**config.mk**
```make
export PLATFORM = sky130hd
export DESIGN_NAME = gbc_oam_dma_controller
export DESIGN_NICKNAME = d
export VERILOG_FILES = /design/src/rtl/gbc_oam_dma_controller.sv
export SDC_FILE = /design/constraint.sdc
export NUM_CORES = 1
export LEC_CHECK = 0
export ABC_CLOCK_PERIOD_IN_PS = 1900
export CORE_UTILIZATION = 40
export DETAILED_ROUTE_END_ITERATION = 10
export DONT_BUFFER_PORTS = 1
export GPL_ROUTABILITY_DRIVEN = 0
export GPL_TIMING_DRIVEN = 0
export MAX_ROUTING_LAYER = met4
export SYNTH_ARGS = -nofsm -noshare
export SYNTH_HDL_FRONTEND = slang
export SYNTH_SLANG_ARGS = --single-unit
```
**constraint.sdc**
```tcl
create_clock -name clk -period 1.9 [get_ports clk]
set_input_delay 0 -clock clk [delete_from_list [all_inputs] [get_ports clk]]
set_output_delay 0 -clock clk [all_outputs]
set_load 0.02 [all_outputs]
```
**src/rtl/gbc_oam_dma_controller.sv**
```systemverilog
// GBC OAM DMA sequencer: copies LENGTH bytes from {page, index} to OAM,
// one byte per M-cycle tick, reading over a Wishbone-style initiator port.
module gbc_oam_dma_controller #(
    parameter int LENGTH      = 160,
    parameter int START_DELAY = 1
) (
    input  logic        clk,
    input  logic        reset,
    input  logic        m_tick,
    input  logic        start,
    input  logic [7:0]  src_page,
    output logic        busy,
    output logic        cpu_block,
    output logic        rd_cyc,
    output logic        rd_stb,
    output logic [15:0] rd_addr,
    input  logic        rd_stall,
    input  logic        rd_ack,
    input  logic [7:0]  rd_dat,
    output logic        oam_we,
    output logic [7:0]  oam_addr,
    output logic [7:0]  oam_dat
);

    typedef enum logic [2:0] {
        IDLE  = 3'd0,
        DELAY = 3'd1,
        ISSUE = 3'd2,
        WAIT  = 3'd3,
        WRITE = 3'd4
    } state_t;

    localparam logic [7:0] LAST_INDEX  = 8'(LENGTH - 1);
    localparam logic [7:0] DELAY_TICKS = 8'(START_DELAY);

    // Pages $E0-$FF echo WRAM at $C0-$DF.
    function automatic logic [7:0] map_page(input logic [7:0] page);
        logic [7:0] mapped;
        if (page >= 8'hE0) begin
            mapped = page - 8'h20;
        end else begin
            mapped = page;
        end
        return mapped;
    endfunction

    state_t      state_r, state_nx_s;
    logic [7:0]  index_r, index_nx_s;
    logic [7:0]  page_r, page_nx_s;
    logic [7:0]  delay_r, delay_nx_s, delay_step_s;
    logic        drain_r, drain_nx_s;
    logic        busy_r, busy_nx_s;
    logic        cyc_r, cyc_nx_s;
    logic        stb_r, stb_nx_s;
    logic [15:0] addr_r, addr_nx_s;
    logic        we_r, we_nx_s;
    logic [7:0]  oam_addr_r, oam_addr_nx_s;
    logic [7:0]  oam_dat_r, oam_dat_nx_s;
    logic        ack_ok_s;

    // An ack only counts once the request has been (or is being) accepted.
    assign ack_ok_s = cyc_r & rd_ack & (~stb_r | ~rd_stall);

    // Next-state, datapath and bus handshake decisions.
    always_comb begin
        state_nx_s    = state_r;
        index_nx_s    = index_r;
        page_nx_s     = page_r;
        delay_nx_s    = delay_r;
        delay_step_s  = delay_r;
        drain_nx_s    = drain_r;
        busy_nx_s     = busy_r;
        cyc_nx_s      = cyc_r;
        stb_nx_s      = stb_r;
        addr_nx_s     = addr_r;
        we_nx_s       = 1'b0;
        oam_addr_nx_s = oam_addr_r;
        oam_dat_nx_s  = oam_dat_r;

        if (start) begin
            // A read already on the bus is finished off and its data dropped.
            page_nx_s  = map_page(src_page);
            index_nx_s = 8'd0;
            delay_nx_s = 8'd0;
            state_nx_s = DELAY;
            busy_nx_s  = 1'b1;
            stb_nx_s   = stb_r & rd_stall;
            cyc_nx_s   = cyc_r & ~ack_ok_s;
            drain_nx_s = cyc_r & ~ack_ok_s;
        end else begin
            if (drain_r) begin
                stb_nx_s   = stb_r & rd_stall;
                cyc_nx_s   = cyc_r & ~ack_ok_s;
                drain_nx_s = cyc_r & ~ack_ok_s;
            end else begin
                drain_nx_s = 1'b0;
            end

            case (state_r)
                IDLE: begin
                    state_nx_s = IDLE;
                end
                DELAY: begin
                    if (m_tick && (delay_r != DELAY_TICKS)) begin
                        delay_step_s = delay_r + 8'd1;
                    end else begin
                        delay_step_s = delay_r;
                    end
                    delay_nx_s = delay_step_s;
                    if ((delay_step_s == DELAY_TICKS) && !drain_nx_s) begin
                        state_nx_s = ISSUE;
                    end else begin
                        state_nx_s = DELAY;
                    end
                end
                ISSUE: begin
                    if (!stb_r) begin
                        if (m_tick) begin
                            cyc_nx_s  = 1'b1;
                            stb_nx_s  = 1'b1;
                            addr_nx_s = {page_r, index_r};
                        end else begin
                            state_nx_s = ISSUE;
                        end
                    end else if (!rd_stall) begin
                        stb_nx_s = 1'b0;
                        if (rd_ack) begin
                            cyc_nx_s      = 1'b0;
                            we_nx_s       = 1'b1;
                            oam_addr_nx_s = index_r;
                            oam_dat_nx_s  = rd_dat;
                            state_nx_s    = WRITE;
                        end else begin
                            state_nx_s = WAIT;
                        end
                    end else begin
                        state_nx_s = ISSUE;
                    end
                end
                WAIT: begin
                    if (rd_ack) begin
                        cyc_nx_s      = 1'b0;
                        we_nx_s       = 1'b1;
                        oam_addr_nx_s = index_r;
                        oam_dat_nx_s  = rd_dat;
                        state_nx_s    = WRITE;
                    end else begin
                        state_nx_s = WAIT;
                    end
                end
                WRITE: begin
                    if (index_r == LAST_INDEX) begin
                        index_nx_s = 8'd0;
                        busy_nx_s  = 1'b0;
                        state_nx_s = IDLE;
                    end else begin
                        index_nx_s = index_r + 8'd1;
                        state_nx_s = ISSUE;
                    end
                end
                default: begin
                    state_nx_s = IDLE;
                    busy_nx_s  = 1'b0;
                    cyc_nx_s   = 1'b0;
                    stb_nx_s   = 1'b0;
                    drain_nx_s = 1'b0;
                end
            endcase
        end
    end

    // State and registered outputs.
    always_ff @(posedge clk) begin
        if (reset) begin
            state_r    <= IDLE;
            index_r    <= 8'd0;
            page_r     <= 8'd0;
            delay_r    <= 8'd0;
            drain_r    <= 1'b0;
            busy_r     <= 1'b0;
            cyc_r      <= 1'b0;
            stb_r      <= 1'b0;
            addr_r     <= 16'd0;
            we_r       <= 1'b0;
            oam_addr_r <= 8'd0;
            oam_dat_r  <= 8'd0;
        end else begin
            state_r    <= state_nx_s;
            index_r    <= index_nx_s;
            page_r     <= page_nx_s;
            delay_r    <= delay_nx_s;
            drain_r    <= drain_nx_s;
            busy_r     <= busy_nx_s;
            cyc_r      <= cyc_nx_s;
            stb_r      <= stb_nx_s;
            addr_r     <= addr_nx_s;
            we_r       <= we_nx_s;
            oam_addr_r <= oam_addr_nx_s;
            oam_dat_r  <= oam_dat_nx_s;
        end
    end

    assign busy      = busy_r;
    assign cpu_block = busy_r;
    assign rd_cyc    = cyc_r;
    assign rd_stb    = stb_r;
    assign rd_addr   = addr_r;
    assign oam_we    = we_r;
    assign oam_addr  = oam_addr_r;
    assign oam_dat   = oam_dat_r;

endmodule
```
# --- Yosys cells after proc, flatten, opt, wreduce, memory -nomap -nowiden ---
# Index checks and enable logic that the tools add are counted.
totals:
  ff_bits: 64
  inputBits: 22
  out_inout_bits: 37
op_classes:
  n_addsub: 3
  order_cmp: 1
  n_eq_ne: 13
  n_mux: 45
  n_bitwise: 9
  n_reduce_logical: 13
ops:
  columns: ["cell", "n"]
  rows:
  - ["2-to-1 mux 8 bit", 11]
  - ["one-hot mux 8 bit (2 select lines)", 2]
  - ["2-to-1 mux 1 bit", 21]
  - ["adder 8 x 1 -> 8 bit (second input constant)", 2]
  - ["2-to-1 mux 3 bit", 4]
  - ["one-hot mux 3 bit (4 select lines)", 1]
  - ["== test 8 x 1 -> 1 bit (second input constant)", 1]
  - ["== test 8 bit (second input constant)", 1]
  - [">= comparator 8 bit (second input constant)", 1]
  - ["inequality test 8 x 1 -> 1 bit (second input constant)", 1]
  - ["AND reduction 4 bit", 2]
  - ["OR reduction 4 bit", 2]
  - ["subtractor 8 x 6 -> 8 bit (second input constant)", 1]
  - ["== test 3 x 2 -> 1 bit (second input constant)", 2]
  - ["inequality test 3 bit (second input constant)", 2]
  - ["one-hot mux 1 bit (2 select lines)", 3]
  - ["OR reduction 5 bit", 1]
  - ["AND 1 bit", 4]
  - ["2-to-1 mux 2 bit", 2]
  - ["inequality test 2 bit (second input constant)", 2]
  - ["inequality test 4 bit (second input constant)", 1]
  - ["NOT 1 bit", 4]
  - ["== test 3 x 1 -> 1 bit (second input constant)", 1]
  - ["== test 3 bit (second input constant)", 1]
  - ["other kinds (10)", 11]

# --- Logic depth before layout (Yosys ltp) ---
depth:
  depth_word: 12
  ltp_mapped: 7
  mapped_depth_nobuf: 7

# --- Least setup slack after synthesis ---
# OpenSTA, ideal clock, no wires.
synth_path:
  kind: "register to register"
  from: "register stb_r (netlist: rd_stb)"
  to: "register oam_dat_r[1] (netlist: oam_dat[1])"
  arrival_time_ps: 1616
  t_required_ps: 1768
  slack_ps: 151
  path_stages_with_launch: 8
  n_path_buf: 2
  synth_period_minus_slack_ps: 1749
  path_cell_list: "dfxtp_1 -> nor2b_1 -> o21ai_0 -> or3_1 -> buf_2 -> buf_2 -> nand2_1 -> a21oi_1"
synth_between:
  elab_chain_cells: 2
synth_rtl:
  columns: ["item", "line_no", "text"]
  rows:
  - ["start: declaration", "54", "logic stb_r, stb_nx_s;"]
  - ["start signal: assignment", "195", "stb_r <= stb_nx_s;"]
  - ["inequality test 2 bit (no line)", null, null]
  - ["AND reduction 4 bit (no line)", null, null]
  - ["end signal: assignment", "199", "oam_dat_r <= oam_dat_nx_s;"]
  - ["end: declaration", "58", "logic [7:0] oam_dat_r, oam_dat_nx_s;"]
# Every way passes these cells.
# A chain may end at the register's enable or synchronous reset.

# --- Worst setup path after layout ---
layout_path:
  from: "register state_r[0]"
  to: "register delay_r[3]"
layout_between:
  elab_chain_cells: 1
layout_rtl:
  columns: ["item", "line_no", "text"]
  rows:
  - ["start: declaration", "47", "state_t state_r, state_nx_s;"]
  - ["start signal: assignment", "188", "state_r <= state_nx_s;"]
  - ["== test 3 x 1 -> 1 bit", "99", "case (state_r)"]
  - ["end signal: assignment", "191", "delay_r <= delay_nx_s;"]
  - ["end: declaration", "50", "logic [7:0] delay_r, delay_nx_s, delay_step_s;"]
# Every way passes these cells.

==> metrics.txt <==
# TYPE chip_impl_metric gauge
chip_impl_info{name="outcome",value="complete, but fails checks"} 1
chip_impl_info{name="violations",value="DRC"} 1
chip_impl_metric{name="ys_async_sr_fraction",unit="%"} 0
chip_impl_info{name="yosys-top-cells-area",value="dfxtp_1 47%, mux2i_1 8.7%, nand2_1 6.7%"} 1
chip_impl_metric{name="mappedNetlistNets",unit=""} 339
chip_impl_metric{name="postSynthCellCount",unit=""} 313
chip_impl_metric{name="grtUsageTotal",unit="%"} 18.8
chip_impl_metric{name="clk_path_buf_depth",unit=""} 2
chip_impl_metric{name="final_nets",unit=""} 373
chip_impl_info{name="most_frequent_cells_after_synthesis",value="64 x dfxtp_1, 49 x nand2_1, 43 x nor2_1, 26 x a21oi_1, 24 x mux2i_1"} 1
chip_impl_info{name="min_path_type",value="primary input to flip-flop"} 1
chip_impl_metric{name="setup_ws",unit="ns"} 0.119
chip_impl_metric{name="netlist-cell-type-count",unit=""} 42
chip_impl_metric{name="clock_sink_count",unit=""} 64
chip_impl_metric{name="wire_per_inst",unit="um"} 14.3
chip_impl_metric{name="synth-seq-area-share",unit="%"} 46.6
chip_impl_metric{name="drive_above_1_share",unit="%"} 11.1
chip_impl_metric{name="cp_data_required_time",unit="ns"} 2.12
chip_impl_metric{name="post-synth-top-area-fraction",unit="%"} 46.6
chip_impl_info{name="crit_family",value="simple AND/OR/NAND/NOR gates"} 1
chip_impl_metric{name="final_setup_violating_endpoints",unit=""} 0
chip_impl_metric{name="cts-htree-levels",unit=""} 3
chip_impl_metric{name="first_global_vias",unit=""} 2115
chip_impl_info{name="tritoncts",value="yes"} 1
chip_impl_metric{name="drt_wl_total",unit="um"} 6130
chip_impl_metric{name="syn-cell-area",unit="mm^2"} 0.00275
chip_impl_metric{name="std_cell_rows",unit=""} 29
chip_impl_metric{name="timing.critical_path.buf_inv",unit=""} 0
chip_impl_metric{name="final-seq-area",unit="mm^2"} 0.00129
chip_impl_metric{name="grt_first_pass_wirelength",unit="um"} 10100
chip_impl_info{name="post_synth_top_area_cell",value="dfxtp_1"} 1
chip_impl_metric{name="maximum_number_of_pins_on_one_net_before_global_route_repair",unit=""} 13
chip_impl_metric{name="max_freq",unit="MHz"} 561
chip_impl_metric{name="synth.ff_latch_count",unit=""} 64
chip_impl_metric{name="cp_max_fo",unit=""} 8
chip_impl_metric{name="final-max-slew-violation-count",unit=""} 0
chip_impl_metric{name="number_of_antenna_cells_inserted",unit=""} 0
chip_impl_metric{name="clkTransAtPathRegs",unit="ns"} 0.07
chip_impl_info{name="crit_path_top_delay_cell",value="dfxtp_1"} 1
chip_impl_metric{name="crit_path_max_incr_delay",unit="ns"} 0.48
chip_impl_info{name="leading_cell_type_by_number_of_instances_after_synthesis",value="dfxtp_1"} 1
chip_impl_metric{name="fin_worst_skew",unit="ns"} 0.00780
chip_impl_metric{name="finalCritPeriodShare",unit="%"} 93.7
chip_impl_metric{name="fp.dieArea",unit="mm^2"} 0.00721
chip_impl_metric{name="drt_iter0_drc",unit=""} 79
chip_impl_metric{name="max_slew_margin",unit="%"} 59.4
chip_impl_metric{name="io_buffer_count",unit=""} 0
chip_impl_info{name="cp-start-kind",value="flip-flop"} 1
chip_impl_metric{name="start_util",unit="%"} 42.4
chip_impl_metric{name="avgViaCountPerCell",unit=""} 5.13
chip_impl_info{name="cp_endpoint_kind",value="flip-flop"} 1
chip_impl_metric{name="max_cap_violations",unit=""} 0
chip_impl_metric{name="number_of_antenna_violations_at_the_first_check_in_global_routing",unit=""} 0
chip_impl_metric{name="num_vias",unit=""} 2201
chip_impl_metric{name="num_io_pins",unit=""} 59
chip_impl_metric{name="yosys_warnings",unit=""} 0
chip_impl_info{name="cp_cell_sequence",value="or3b_1, a211oi_2, nand4_1, xor2_1, nor2_1"} 1
chip_impl_metric{name="fp.dieW",unit="um"} 84.9
chip_impl_metric{name="finish.cell_count_without_fillers",unit=""} 429
chip_impl_info{name="clockRootBuffer",value="clkbuf_8"} 1
chip_impl_metric{name="p_per_area",unit="mW/mm^2"} 809
chip_impl_metric{name="insertion_delay",unit="ns"} 0.34
chip_impl_metric{name="core_area",unit="mm^2"} 0.00649
chip_impl_metric{name="number_of_buffers_created_by_cts",unit=""} 9
chip_impl_metric{name="multiInputGateArea",unit="mm^2"} 0.00138
chip_impl_metric{name="finalCriticalPeriod",unit="ns"} 1.78
chip_impl_metric{name="p_leak",unit="nW"} 1.19
chip_impl_metric{name="dp.cells",unit=""} 390
chip_impl_metric{name="num-fill-cells",unit=""} 627
chip_impl_metric{name="dr.pass1.iters",unit=""} 8
chip_impl_metric{name="gr-total-overflow",unit=""} 0
chip_impl_metric{name="cp_arrival",unit="ns"} 2.00
chip_impl_metric{name="areaGrowthSynthToFinish",unit="%"} 19.8
chip_impl_metric{name="pre_cts_ws",unit="ns"} -0.0913
chip_impl_metric{name="ant_nets",unit=""} 0
chip_impl_metric{name="post_synth_edffs",unit=""} 0
chip_impl_metric{name="tightestPinTransition",unit="ns"} 0.604
chip_impl_info{name="worstSetupPathType",value="flip-flop to flip-flop"} 1
chip_impl_metric{name="die_y",unit="um"} 84.9
chip_impl_metric{name="drc",unit=""} 6
chip_impl_metric{name="synth.avg_cell_area",unit="um^2"} 8.79
chip_impl_metric{name="power.ir.vdd_worst",unit="mV"} 0.586
chip_impl_metric{name="hold_viol",unit=""} 0
chip_impl_info{name="grt_setup_unrepaired",value="yes"} 1
chip_impl_metric{name="dp_hpwl",unit="um"} 4240
chip_impl_info{name="synth_flop_cell",value="dfxtp_1"} 1
-- registers in the layout (all words and copies together), names as in the netlist, 3 cells and up --
register,cells
rd_addr,16
delay_r,8
state_r,3
oam_addr,8
oam_dat,8
page_r,8
index_r,8
-- where the power goes --
group	internal [mW]	switching (mW)
Sequential	1.35	0.0185
Clock	0.604	0.542
Combinational	0.0696	0.0773
-- through the flow --
step                      TNS (ns)  hold WS [ns]  power (mW)  instance area (um^2)  utilization, %
after floorplan                  0         0.136        1.48                  2750               -
after global placement      -0.732         0.137        1.51                  2850            43.8
after detailed placement    -0.770         0.146        1.51                  2850            43.8
after CTS                        0       0.00474        2.70                  3270            50.3
after global routing      -0.00395        0.0492        2.78                  3300            50.8
final                            0        0.0120        2.67                  3300            50.8
-- cell type report --
type | count | area share [%]
Buffer | 15 | 2.31
Clock buffer | 9 | 3.76
Clock inverter | 7 | 2.20
Inverter | 8 | 0.911
Multi-Input combinational cell | 226 | 41.8
Sequential cell | 64 | 39.2
Tap cell | 77 | 2.92
Timing Repair Buffer | 23 | 6.91
-- cells in the final DEF (no fill, tap or decap), drive strengths merged, types with 6 or more instances in the layout --
cell,instances
dfxtp,64
nand2,49
nor2,44
a21oi,26
mux2i,24
dlygate4sd3,22
clkbuf,16
nand3,11
xor2,10
o21ai,9
buf,9
inv,8
nor3,6
-- path summary, 6_finish.rpt --
| check | start | to | slack, ns | cells past startpoint |
|---|---|---|---|---|
| min reg2reg | page_r[7]$_SDFFE_PP0P_ | page_r[7]$_SDFFE_PP0P_ | 0.48 | 2 |
| max reg2reg | state_r[0]$_SDFFE_PP0N_ | delay_r[3]$_SDFFE_PP0P_ | 0.12 | 5 |
| min | m_tick | delay_r[1]$_SDFFE_PP0P_ | 0.01 | 4 |
| max | state_r[0]$_SDFFE_PP0N_ | delay_r[3]$_SDFFE_PP0P_ | 0.12 | 5 |
-- kinds of logic (layout without fill, tap and decap cells) --
group | Yosys count | count (layout) | synth area share (%)
AND/OR/NAND/NOR | 136 | 136 | 24.1
flip-flops | 64 | 64 | 46.6
AO/OA/AOI/OAI | 47 | 47 | 10.2
multiplexers | 24 | 24 | 8.73
buffers and inverters | 23 | 62 | 3.87
XOR/XNOR | 15 | 15 | 4.77
adder cells (fa/ha/maj) | 4 | 4 | 1.82
-- routing by layer --
layer  vias to the layer above  global-route usage (%)  wire length [um]  part of all wire (%)
met5                         -                       -                 0                     0
met4                         0                    6.47                91                   1.5
met3                        12                    8.27               521                   8.5
met2                        71                    29.1              2680                    44
met1                       990                    21.7              2830                    46
li1                       1128                       -                 -                     -
-- worst min-delay path, stage by stage --
cell and delay [ns]:
inv_1 0.09, a211oi_2 0.08, nor2_1 0.09, a211oi_1 0.05
-- repair_timing --
action                                  in CTS  in global routing
endpoints found under the setup margin      12                 27
resized for setup                            2                  8
hold buffers                                22                  0
buffers inserted                             0                  1
endpoints found under the hold margin       35                  0
gates cloned                                 0                  0
pin swaps                                    0                  4
Power figures use the tool's default switching activity.
